--- src/rtl/jt12_eg_sched.sv ---
// Envelope-generator slot scheduler.
// Walks the operator slots one per clk_en strobe, keeps the per-slot envelope
// state (attenuation, phase, SSG inversion, step-counter bit, previous key-on)
// and runs the global envelope counter, which steps once every DIV full sweeps.
module jt12_eg_sched #(
    parameter int SLOTS = 24,
    parameter int DIV   = 3
) (
    input  logic        clk,
    input  logic        rst,
    input  logic        clk_en,
    input  logic        keyon_in,
    input  logic [9:0]  eg_next,
    input  logic [2:0]  state_next,
    input  logic        ssg_inv_next,
    input  logic        cnt_lsb,
    output logic [4:0]  slot,
    output logic        keyon_now,
    output logic        keyoff_now,
    output logic [2:0]  state_cur,
    output logic [9:0]  eg_cur,
    output logic        ssg_inv_cur,
    output logic        cnt_in,
    output logic [14:0] eg_cnt,
    output logic        eg_tick
);

    localparam int DW = (DIV > 1) ? $clog2(DIV) : 1;

    // Per-slot storage, one entry per operator slot.
    logic [9:0] eg_mem  [SLOTS];
    logic [2:0] st_mem  [SLOTS];
    logic       ssg_mem [SLOTS];
    logic       cnt_mem [SLOTS];
    logic       kon_mem [SLOTS];

    logic [DW-1:0] div_cnt;
    logic          slot_last;
    logic          div_last;

    assign slot_last = (slot == 5'(SLOTS - 1));
    assign div_last  = (div_cnt == DW'(DIV - 1));

    // The first sweep after each counter step is the one where steps apply.
    assign eg_tick = (div_cnt == '0);

    // Read the current slot's entry and detect key edges against the stored bit.
    always_comb begin
        state_cur   = st_mem[slot];
        eg_cur      = eg_mem[slot];
        ssg_inv_cur = ssg_mem[slot];
        cnt_in      = cnt_mem[slot];
        keyon_now   = keyon_in & ~kon_mem[slot];
        keyoff_now  = ~keyon_in & kon_mem[slot];
    end

    // Slot pointer, sweep divider and global envelope counter.
    always_ff @(posedge clk) begin
        if (rst) begin
            slot    <= '0;
            div_cnt <= '0;
            eg_cnt  <= '0;
        end else if (clk_en) begin
            if (slot_last) begin
                slot <= '0;
                if (div_last) begin
                    div_cnt <= '0;
                    eg_cnt  <= eg_cnt + 15'd1;
                end else begin
                    div_cnt <= div_cnt + 1'b1;
                end
            end else begin
                slot <= slot + 5'd1;
            end
        end
    end

    // Write-back of the current slot only; reset restores every entry to silence.
    always_ff @(posedge clk) begin
        if (rst) begin
            for (int i = 0; i < SLOTS; i++) begin
                eg_mem[i]  <= 10'h3FF;
                st_mem[i]  <= 3'b000;
                ssg_mem[i] <= 1'b0;
                cnt_mem[i] <= 1'b0;
                kon_mem[i] <= 1'b0;
            end
        end else if (clk_en) begin
            eg_mem[slot]  <= eg_next;
            st_mem[slot]  <= state_next;
            ssg_mem[slot] <= ssg_inv_next;
            cnt_mem[slot] <= cnt_lsb;
            kon_mem[slot] <= keyon_in;
        end
    end

endmodule

--- config.mk ---
export PLATFORM = sky130hd
export DESIGN_NAME = jt12_eg_sched
export DESIGN_NICKNAME = d
export VERILOG_FILES = /design/src/rtl/jt12_eg_sched.sv
export SDC_FILE = /design/constraint.sdc
export NUM_CORES = 1
export LEC_CHECK = 0
export ABC_CLOCK_PERIOD_IN_PS = 3300
export CAP_MARGIN = 30
export CORE_ASPECT_RATIO = 1.2
export CORE_MARGIN = 1.5
export CORE_UTILIZATION = 62
export DETAILED_ROUTE_END_ITERATION = 16
export PLACE_DENSITY = 0.77
export SYNTH_ARGS = -nofsm -noshare
export SYNTH_HDL_FRONTEND = slang
export SYNTH_SLANG_ARGS = --single-unit
--- constraint.sdc ---
create_clock -name clk -period 3.3 [get_ports clk]
set_input_delay 0.66 -clock clk [delete_from_list [all_inputs] [get_ports clk]]
set_output_delay 0.66 -clock clk [all_outputs]
set_load 0.02 [all_outputs]
==> Word level (Yosys, flattened, before mapping) <==
Memory sizes are Yosys's and may differ from the RTL's. A register that Yosys moved wholly into a read port is not among the register bits.
Index checks and enable logic that the tools add are counted.
{ "classes": {"add_sub_neg": 3, "eq_ne": 2, "muxes": 32, "n_bitwise": 4, "reduce_logical": 8} }
{ "ops": {"columns": ["operator", "n"], "rows": [
  ["5-bit 2-to-1 mux", 16],
  ["15-bit by 1-bit adder with 15-bit output, second input constant", 1],
  ["1-bit 2-to-1 mux", 13],
  ["10-bit 2-to-1 mux", 1],
  ["10-bit OR reduction", 1],
  ["5-bit by 1-bit adder with 5-bit output, second input constant", 1],
  ["5-bit equality test, second input constant", 1],
  ["3-bit 2-to-1 mux", 1],
  ["3-bit AND reduction", 1],
  ["1-bit OR reduction", 3],
  ["3-bit OR reduction", 1],
  ["2-bit by 1-bit adder with 2-bit output, second input constant", 1],
  ["1-bit AND", 2],
  ["2-bit equality test, second input constant", 1],
  ["2-bit logical NOT", 1],
  ["2-bit 2-to-1 mux", 1],
  ["1-bit inverter", 2],
  ["2-bit AND reduction", 1]
]} }
{ "word_totals": {"ff_bits": 22, "ramBits": 384, "in_bits": 19, "out_inout_bits": 38, "wordCells": 57, "mem_count": 5} }
{ "memory_table": {"columns": ["name", "words", "word_bits", "read_ports", "rd_clocked_by_memory_dff", "wr", "line_no", "source"], "rows": [
  ["eg_mem", 24, 10, 1, 1, 24, "31", "logic [9:0] eg_mem [SLOTS];"],
  ["st_mem", 24, 3, 1, 1, 24, "32", "logic [2:0] st_mem [SLOTS];"],
  ["cnt_mem", 24, 1, 1, 1, 24, "34", "logic cnt_mem [SLOTS];"],
  ["kon_mem", 24, 1, 1, 1, 24, "35", "logic kon_mem [SLOTS];"],
  ["ssg_mem", 24, 1, 1, 1, 24, "33", "logic ssg_mem [SLOTS];"]
]} }

==> Depth between registers and ports, before layout <==
Gate-level depths: netlist of run 1.
{ "depth": {"depth_word": 5, "mapped_depth": 9, "ltp_nobuf": 6} }

==> Worst setup path after synthesis of run 1 <==
Ideal clock, no wire load.
{ "synth_path": {"path_type": "register to output", "startpoint": "register (tool-made name)", "endpoint": "output port eg_cur[5]", "arrival_ps": 2157, "required_ps": 2640, "slack_ps": 483, "stages_incl_launch_ff": 6, "path_buffers": 2, "cell_sequence": "dfxtp_1 -> buf_2 -> clkbuf_1 -> mux4_2 -> mux4_2 -> mux2_2"} }
{ "synth_rtl": {"columns": ["item", "line_no", "source"], "rows": [
  ["end, declared", "21", "output logic [9:0] eg_cur,"]
]} }

==> flow_metrics.tcl, run 1 <==
set metrics [dict create \
    intPower_mw 11.62 \
    clock_latency_ps 570 \
    drt_iter0_markers 1627 \
    antenna_found_initial 1 \
    synth_top_cell_by_area "edfxtp_1" \
    ir_drop_mv 0.4444 \
    finalSetupViolations 15 \
    overflow 0 \
    synth_area_leaders "edfxtp_1 65%, mux4_2 14%, or3_1 6.4%, dfxtp_1 2.3%, and3_1 2.2%" \
    yosysWarnings 0 \
    ys_ff_latch 539 \
    layout-drive-gt1-share 0.2685 \
    drc 0 \
    grt_pass1_vias 14108 \
    antenna_cells 0 \
    power_frac_comb 0.080 \
    syn_area_per_cell_sq_um 16.37 \
    crit_path_top_delay_cell "mux4_2" \
    synth_most_common_cell "edfxtp_1" \
    synth_area_sq_um 23720 \
    coreArea_sq_um 37770 \
    yosysSeqAreaShare 0.6709 \
    p_sw_frac 0.2170 \
    portBuffers 56 \
    max_cap_viol_count 0 \
    power.leakage_nw 8.297 \
    seq_power_share 0.511 \
    pin_count 57 \
    hold_viol 0 \
    endpoint_kind "output port" \
    cts_sinks 539 \
    grt_max_degree 66 \
    grt_pass1_wl_mm 87.40 \
    rsz0062_at_grt "yes" \
    clkPwrFrac 0.408 \
    grt_use_total 0.3024 \
    vias 13786 \
    cts-root-buf "clkbuf_16" \
    fin_area_sq_um 27530 \
    nNetsFinal 1547 \
    place_area_sq_um 25230 \
    numCtsBuffers 51 \
    hp-class "register to register" \
    fillerInstances 2207 \
    failed_checks "setup timing" \
    first_pass_iters 5 \
    slew_violations 0 \
    route.final.wire_length_mm 57.72 \
    outcome "finished with violations" \
    cts_max_path_buffers 3 \
    clock_skew_ps 13.60 \
    worst_slew_pin_slew_ps 1042 \
    cellPowerDensity_nw_per_um2 539.3 \
    p_switching_mw 3.222 \
    antenna_left 0 \
    critPathMaxStageDelay_ps 530 \
    syn_nets 1474 \
    start_util 0.6281 \
    path_max_fanout 8 \
    finalCritPeriodShare 1.073 \
    clock.fmax_ghz 0.2824 \
    vias_per_cell 6.745 \
    synth_cell_types 36 \
    fp.dieW_um 181.6 \
    async_flop_share 0 \
    path_clk_slew_ps 60 \
    arrival_ps 2880 \
    yosysTopAreaCellShare 0.6481 \
    finalPower_mw 14.85 \
    htreeDepth 2 \
    critPathKind "register to output port" \
    gp_congestion 0.8094 \
    die_h_um 217.3 \
    place_hpwl_mm 33.62 \
    synth-edff-count 512 \
    min_period_ps 3541 \
    tritoncts "built" \
    critPathLaunchType "register" \
    max_slew_margin 0.3034 \
    postLayoutSetupSlackWorst_ps -240.8 \
    synthTopCellsByCount "512 x edfxtp_1, 241 x or3_1, 150 x mux4_2, 133 x clkbuf_1, 84 x and3_1" \
    dieArea_sq_um 39450 \
    synth_cells 1449 \
    rows 78 \
    synthFlopType "edfxtp_1" \
    cp.required_ps 2640 \
    wl_per_cell_um 28.24 \
    area_growth_syn_to_layout_pct 16.03 \
    holdBufCountCts 0 \
    crit_chain "buf_6, buf_12, buf_12, mux4_2, mux4_2, mux2_4, buf_6" \
]
-- logic make-up (layout without fill, tap and decap cells) --
kind of cell | count (synthesis) | count (layout) | synth area share
mux | 185 | 185 | 0.1581
xor+xnor | 16 | 16 | 0.005907
simple gates | 531 | 531 | 0.1306
buf+inv | 160 | 275 | 0.02806
fa+ha+maj | 6 | 6 | 0.003164
compound gates | 12 | 12 | 0.003270
flops | 539 | 539 | 0.6709
-- critical path: cells and delay by family (launching register included) --
family,cells,cell delay (ps)
buffers and inverters,4,550
DFF,1,410
muxes,3,1350
-- cells in the final DEF (no fill, tap or decap), types with 4 or more instances in the layout --
| cell | synthesis | routed |
|---|---|---|
| mux2_4 | 0 | 14 |
| nor2_1 | 57 | 50 |
| xor2_1 | 13 | 13 |
| buf_16 | 0 | 6 |
| nand2_1 | 33 | 29 |
| and2_1 | 43 | 42 |
| and2_0 | 4 | 4 |
| buf_4 | 0 | 76 |
| nor3_1 | 10 | 9 |
| clkdlybuf4s50_1 | 0 | 39 |
| bufinv_16 | 0 | 6 |
| nor2b_1 | 7 | 5 |
| clkbuf_16 | 0 | 55 |
| or3_1 | 241 | 241 |
| dfxtp_1 | 27 | 23 |
| buf_12 | 0 | 23 |
| and3_1 | 84 | 84 |
| clkbuf_8 | 0 | 6 |
| nand2_2 | 0 | 4 |
| nand3b_1 | 4 | 4 |
| buf_6 | 7 | 26 |
| nand3_1 | 5 | 5 |
| clkbuf_1 | 133 | 4 |
| ha_1 | 6 | 6 |
| nor2_2 | 0 | 6 |
| nand2b_1 | 17 | 17 |
| nand4_1 | 11 | 11 |
| or2_2 | 8 | 8 |
| edfxtp_1 | 512 | 512 |
| clkinv_2 | 0 | 11 |
| clkinvlp_4 | 0 | 5 |
| mux4_2 | 150 | 150 |
| mux2i_1 | 18 | 18 |
| a22oi_1 | 6 | 6 |
| clkinv_1 | 1 | 9 |
-- sequential cells by signal, summed over array words and instances, names as in the netlist, named ones only --
register,count
cnt_mem,32
div_cnt,2
eg_cnt,15
eg_mem,320
kon_mem,32
slot,5
st_mem,96
ssg_mem,32
-- per-layer routing --
metal | vias to the layer above | global-route usage | share of wire
met1 | 7020 | 0.4194 | 0.37
met4 | 2 | 0.09500 | 0.026
met3 | 112 | 0.04083 | 0.096
li1 | 5831 | - | -
met2 | 821 | 0.5058 | 0.51
met5 | - | 0 | 0.00023
-- power by group through the flow --
stage,clock network (mW),registers [mW],logic (mW)
3_5_place_dp,0,7.74,1.05
6_report,6.06,7.59,1.19
2_1_floorplan,0,7.72,0.639
5_1_grt,6.36,7.59,1.25
3_3_place_gp,0,7.73,1.03
4_1_cts,6.09,7.59,1.17
-- final cells by class --
cell class / instances / area (sq um) / share of cell area
Sequential cell: 539 / 15930 / 0.5786
Clock inverter: 32 / 320.3 / 0.01164
Multi-Input combinational cell: 750 / 7259 / 0.2637
Timing Repair Buffer: 177 / 1984 / 0.07209
Tap cell: 480 / 600.6 / 0.02182
Clock buffer: 63 / 1424 / 0.05173
Inverter: 3 / 11.26 / 0.0004091
-- path summary, 6_finish.rpt --
kind / cells after the start / startpoint / slack, ps / endpoint
hold / removal: 2 / eg_cnt[14]$_SDFFE_PP0P_ / 530 / eg_cnt[14]$_SDFFE_PP0P_
hold reg to reg: 2 / eg_cnt[14]$_SDFFE_PP0P_ / 530 / eg_cnt[14]$_SDFFE_PP0P_
setup reg to reg: 5 / slot[2]$_SDFFE_PP0P_ / 860 / eg_cnt[12]$_SDFFE_PP0P_
setup / recovery: 7 / register / -240 / ssg_inv_cur
-- stage by stage --
step	std cells	setup TNS (ps)	hold slack (ps)	setup WS (ps)	utilization
final	2044	-2829	530.1	-240.8	0.7288
after global routing	2044	-3479	545.1	-281.3	0.7288
after CTS	2039	-3159	519.9	-288.9	0.7254
after detailed placement	1922	0	509.3	1.505	0.6680
after global placement	1921	0	484.7	24.12	0.6676
after floorplan	1449	0	473.3	482.9	-
-- what timing repair did --
item | CTS | global route
pin swaps | 1 | 3
gates cloned | 5 | 0
buffers inserted | 17 | 4
endpoints found under the setup margin | 17 | 17
gates resized for setup | 126 | 18
Note: power is estimated with default switching activity, not from simulation.
==> inputs of run 2 (changes only) <==
--- a/constraint.sdc
+++ b/constraint.sdc
@@ -3,2 +3,2 @@
 set_output_delay 0.66 -clock clk [all_outputs]
-set_load 0.02 [all_outputs]
+set_load 0.005 [all_outputs]
==> run 2 against run 1 <==
Net effect: the flow still finishes with violations (setup timing); critical path depth is 1 higher; combinational power is 6% higher; sequential cell count unchanged; highest routed layer is now met4; power fell by 4.1%; hold slack worse by 24 ps.
==> flow_metrics.tcl, run 2 (synthesis gave the netlist of run 1 again) <==
set metrics [dict create \
    outcome "finished with violations" \
    path_max_fanout 8 \
    hold_viol 0 \
    dieArea_sq_um 39450 \
    cellPowerDensity_nw_per_um2 516.9 \
    slew_violations 0 \
    largest_reg_flops 320 \
    gp_congestion 0.8104 \
    ff2ff_path_depth 5 \
    min_path_cells 2 \
    area_growth_syn_to_layout_pct 16.09 \
    place_area_sq_um 25180 \
    vias 13915 \
    holdBufCountCts 0 \
    min_period_ps 3558 \
    power.leakage_nw 8.309 \
    postLayoutSetupSlackWorst_ps -257.8 \
    die_h_um 217.3 \
    grt_pass1_vias 14079 \
    start_util 0.6281 \
    final_cell_mix "512 x edfxtp_1, 241 x or3_1, 150 x mux4_2" \
    overflow 0 \
    largestRegisters "eg_mem: 320 flops, st_mem: 96 flops" \
    drt_iter0_markers 1665 \
    cts_sinks 539 \
    vias_per_cell 6.745 \
    finalCritPeriodShare 1.078 \
    failed_checks "setup timing" \
    ir_drop_mv 0.3908 \
    route.final.wire_length_mm 58.79 \
    rows 78 \
    max_cap_viol_count 0 \
    htreeDepth 2 \
    grt_use_total 0.3046 \
    tns_ps -3216 \
    portBuffers 56 \
    numCtsBuffers 50 \
    finalSetupViolations 16 \
    clock_skew_ps 13.72 \
    first_pass_iters 6 \
    endpoint_kind "output port" \
    grt_pass1_wl_mm 87.24 \
    max_slew_margin 0.1959 \
    critPathKind "register to output port" \
    r2r-start "slot[2]$_SDFFE_PP0P_" \
    crit_end "cnt_in" \
    grt_max_degree 53 \
    rrSetupSlack_ps 840 \
    cts-root-buf "clkbuf_16" \
    pin_count 57 \
    arrival_ps 2900 \
    r2r-end "eg_cnt[12]$_SDFFE_PP0P_" \
    cts_max_path_buffers 3 \
    worst_slew_pin_slew_ps 1202 \
    clock_latency_ps 580 \
    fin_area_sq_um 27540 \
    place_hpwl_mm 33.88 \
    drc 0 \
    clock.fmax_ghz 0.2811 \
    coreArea_sq_um 37770 \
    cp.required_ps 2640 \
    hp-class "register to register" \
    wl_per_cell_um 28.49 \
    tritoncts "built" \
    rsz0062_at_grt "yes" \
    fp.dieW_um 181.6 \
    path_clk_slew_ps 60 \
    antenna_cells 0 \
    antenna_left 0 \
    critPathLaunchType "register" \
    nNetsFinal 1567 \
    antenna_found_initial 0 \
    mostFrequentLayoutCell "edfxtp_1" \
    layout-drive-gt1-share 0.2634 \
    largest-register "eg_mem" \
]
## run 2: changes by cell type in the layout (fill, tap and decap cells not counted), moves of 6 or more
| cell | change |
|---|---|
| buf_8 | +7 |
| bufinv_16 | -6 |
| buf_4 | +12 |
| clkbuf_1 | +14 |
| clkinv_1 | +6 |
## run 2: report_power, final
part / internal (mW) / switching, mW
logic: 0.605 / 0.657
registers: 7.55 / 0.0426
clock network: 2.96 / 2.43
## run 2: per-layer routing
layer,vias up,track usage,part of all wire
met1,7101,0.4065,0.37
met5,-,0,0
li1,5856,-,-
met4,0,0.1244,0.034
met2,827,0.5047,0.50
met3,131,0.05271,0.094
## run 2: repair_timing
item                       4_1_cts  5_1_grt
setup endpoints to repair       17       16
pin swaps                        4        0
buffers inserted                36       10
gates resized for setup        128       10
cloned                           6        0
## run 2: how the worst min path moves through the flow
stage,startpoint,end,slack [ps]
after floorplan,div_cnt[0]$_SDFFE_PP0P_,div_cnt[1]$_SDFFE_PP0P_,470
after global placement,div_cnt[0]$_SDFFE_PP0P_,div_cnt[1]$_SDFFE_PP0P_,480
after detailed placement,eg_cnt[14]$_SDFFE_PP0P_,eg_cnt[14]$_SDFFE_PP0P_,500
after CTS,div_cnt[0]$_SDFFE_PP0P_,div_cnt[0]$_SDFFE_PP0P_,510
after global routing,eg_cnt[14]$_SDFFE_PP0P_,eg_cnt[14]$_SDFFE_PP0P_,550
final,div_cnt[0]$_SDFFE_PP0P_,div_cnt[0]$_SDFFE_PP0P_,510
## run 2: through the flow
| step | util | cells | power (mW) | hold WS (ps) | setup WS, ps |
|---|---|---|---|---|---|
| finish | 0.7292 | 2063 | 14.24 | 505.9 | -257.8 |
| global route | 0.7292 | 2063 | 14.58 | 546.5 | -304.1 |
| CTS | 0.7262 | 2054 | 14.25 | 511.6 | -276.5 |
| detailed placement | 0.6666 | 1919 | 8.755 | 499.9 | 74.60 |
| global placement | 0.6666 | 1919 | 8.736 | 484.1 | 102.0 |
| floorplan | - | 1449 | 8.326 | 473.3 | 533.8 |
## run 2: cell type report
type | count | area, sq um
clock inverter | 21 | 91.34
sequential | 539 | 15930
inverter | 3 | 11.26
tap | 480 | 600.6
multi-input combinational | 750 | 7263
timing repair buffer | 198 | 2241
fill | 2211 | 10230
clock buffer | 72 | 1408
## run 2: critical path: stages (launching register included)
cell	delay, ps
dfxtp_4	420
buf_12	140
buf_12	140
buf_12	140
buf_4	110
mux4_2	500
mux4_2	480
mux2_4	280
buf_6	110
==> inputs of run 3 (changes only) <==
--- a/config.mk
+++ b/config.mk
@@ -13,3 +13,3 @@
 export DETAILED_ROUTE_END_ITERATION = 16
-export PLACE_DENSITY = 0.77
+export PLACE_DENSITY = 0.81
 export SYNTH_ARGS = -nofsm -noshare
--- a/constraint.sdc
+++ b/constraint.sdc
@@ -3,2 +3,2 @@
 set_output_delay 0.66 -clock clk [all_outputs]
-set_load 0.005 [all_outputs]
+set_load 0.01 [all_outputs]
==> run 3 against run 2 <==
Net effect: the run still ends with setup timing left; wire length increased by 6.5%; die area unchanged; sequential share of layout area shrank 0.37 points; clock power grew 11%; setup slack lost 29 ps; combinational power about the same; power rose by 4.3%; first-iteration DRC count grew 27%; critical path depth down 1; critical endpoint is now eg_cur[7]; highest routed layer unchanged.
==> flow_metrics.tcl, run 3 (synthesis gave the netlist of run 1 again) <==
set metrics [dict create \
    outcome "finished with violations" \
    failed_checks "setup timing" \
    cts-root-buf "clkbuf_16" \
    fin_area_sq_um 27720 \
    hp-class "register to register" \
    endpoint_kind "output port" \
    fin_util 0.7340 \
    crit_end "eg_cur[7]" \
    clock_skew_ps 13.34 \
    critPathMaxStageDelay_ps 530 \
    cts_sinks 539 \
    critPathKind "register to output port" \
    rows 78 \
    antenna_cells 0 \
    largest-register "eg_mem" \
    drt_iter0_markers 2113 \
    coreArea_sq_um 37770 \
    seq_power_share 0.511 \
    rsz0062_at_grt "yes" \
    clock_latency_ps 580 \
    cellPowerDensity_nw_per_um2 535.5 \
    ff2ff_path_depth 3 \
    slew_violations 0 \
    gp_congestion 0.8023 \
    use_met2 0.5374 \
    antenna_found_initial 1 \
    hold_viol 0 \
    rrSetupSlack_ps 540 \
    final-instance-count-excl-fill 2060 \
    gr-max-usage-layer "met2" \
    postLayoutSetupSlackWorst_ps -286.8 \
    fp.dieW_um 181.6 \
    crit_top_cell "buf_12" \
    grtUsageMet3 0.06258 \
    grt_pass1_wl_mm 92.23 \
    r2r-end "eg_mem[20][0]$_SDFFCE_PN1P_" \
    finalPower_mw 14.85 \
    start_util 0.6281 \
    finalSetupViolations 15 \
    path_max_fanout 8 \
    r2r-start "slot[4]$_SDFFE_PP0P_" \
    largestRegisters "eg_mem: 320 flops, st_mem: 96 flops" \
    final_cell_mix "512 x edfxtp_1, 241 x or3_1, 150 x mux4_2" \
    numCtsBuffers 51 \
    power_frac_comb 0.086 \
    crit_path_top_delay_cell "mux4_2" \
    pin_count 57 \
    overflow 0 \
    crit_chain "buf_12, buf_12, buf_12, mux4_2, mux4_2, mux2_4, buf_6" \
    portBuffers 56 \
    grt_max_degree 44 \
    post-place-ws_ps -35.33 \
    grt_pass1_vias 14731 \
    mostFrequentLayoutCell "edfxtp_1" \
    cts_max_path_buffers 3 \
    place_hpwl_mm 34.25 \
    path_clk_slew_ps 60 \
    vias 14436 \
    htreeDepth 2 \
    min_period_ps 3587 \
    largest_reg_flops 320 \
    max_slew_margin 0.2772 \
    p_sw_frac 0.2185 \
    clkPwrFrac 0.403 \
    wl_per_cell_um 30.39 \
    intPower_mw 11.60 \
    critPathLaunchType "register" \
    tns_ps -2958 \
    die_h_um 217.3 \
    tritoncts "built" \
    dp_cells 1927 \
    power.leakage_nw 8.403 \
    worst_slew_pin_slew_ps 1081 \
    arrival_ps 2930 \
    clock.fmax_ghz 0.2788 \
    worst_hold_slack_ps 513.3 \
    dieArea_sq_um 39450 \
    place_area_sq_um 25250 \
    p_switching_mw 3.243 \
    layout-drive-gt1-share 0.2772 \
    grt_use_total 0.3208 \
    cp.required_ps 2640 \
    first_pass_iters 6 \
    finalCritPeriodShare 1.087 \
    drc 0 \
    ir_drop_mv 0.4111 \
    route.final.wire_length_mm 62.60 \
    vias_per_cell 7.008 \
    area_growth_syn_to_layout_pct 16.86 \
    max_cap_viol_count 0 \
    use_met1 0.4123 \
    nNetsFinal 1568 \
    antenna_left 0 \
]
run 3: layout make-up:
| cell class | instances | area (sq um) |
|---|---|---|
| clock buffers | 59 | 1349 |
| clock inverters | 31 | 327.8 |
| fillers | 2045 | 10050 |
| inverters | 3 | 11.26 |
| multi-input cells | 750 | 7279 |
| flip-flops and latches | 539 | 15930 |
| well taps | 480 | 600.6 |
| repair buffers | 198 | 2226 |
run 3: worst min path at each step:
stage	cells past startpoint	start	slack, ps	endpoint
2_1_floorplan	2	div_cnt[0]$_SDFFE_PP0P_	470	div_cnt[1]$_SDFFE_PP0P_
3_3_place_gp	2	div_cnt[0]$_SDFFE_PP0P_	480	div_cnt[1]$_SDFFE_PP0P_
3_5_place_dp	2	div_cnt[0]$_SDFFE_PP0P_	510	div_cnt[0]$_SDFFE_PP0P_
4_1_cts	2	div_cnt[0]$_SDFFE_PP0P_	520	div_cnt[0]$_SDFFE_PP0P_
5_1_grt	2	div_cnt[0]$_SDFFE_PP0P_	560	div_cnt[1]$_SDFFE_PP0P_
6_report	2	div_cnt[0]$_SDFFE_PP0P_	510	div_cnt[0]$_SDFFE_PP0P_
run 3: routing by layer:
layer | vias up | wire length (um) | part of all wire
met5 | - | 0 | 0
met2 | 1103 | 31560 | 0.50
li1 | 5848 | - | -
met3 | 213 | 7031 | 0.11
met4 | 0 | 2714 | 0.043
met1 | 7272 | 21300 | 0.34
run 3: timing repair:
action | 4_1_cts | 5_1_grt
hold buffers | 0 | 0
gates resized for setup | 112 | 26
hold endpoints to repair | 0 | 0
pin swaps | 2 | 3
setup endpoints to repair | 17 | 17
buffers inserted | 22 | 14
gates cloned | 10 | 0
run 3: critical path: cells and delay by family (launching register included):
kind / cells / cell delay, ps
buf+inv: 4 / 600
flops: 1 / 380
mux: 3 / 1350
run 3: power by group through the flow:
stage	Clock, mW	Combinational (mW)	Sequential, mW
global placement	0	1.01	7.73
floorplan	0	0.623	7.71
global route	6.26	1.32	7.59
CTS	5.98	1.23	7.59
detailed placement	0	1.03	7.74
finish	5.98	1.27	7.59
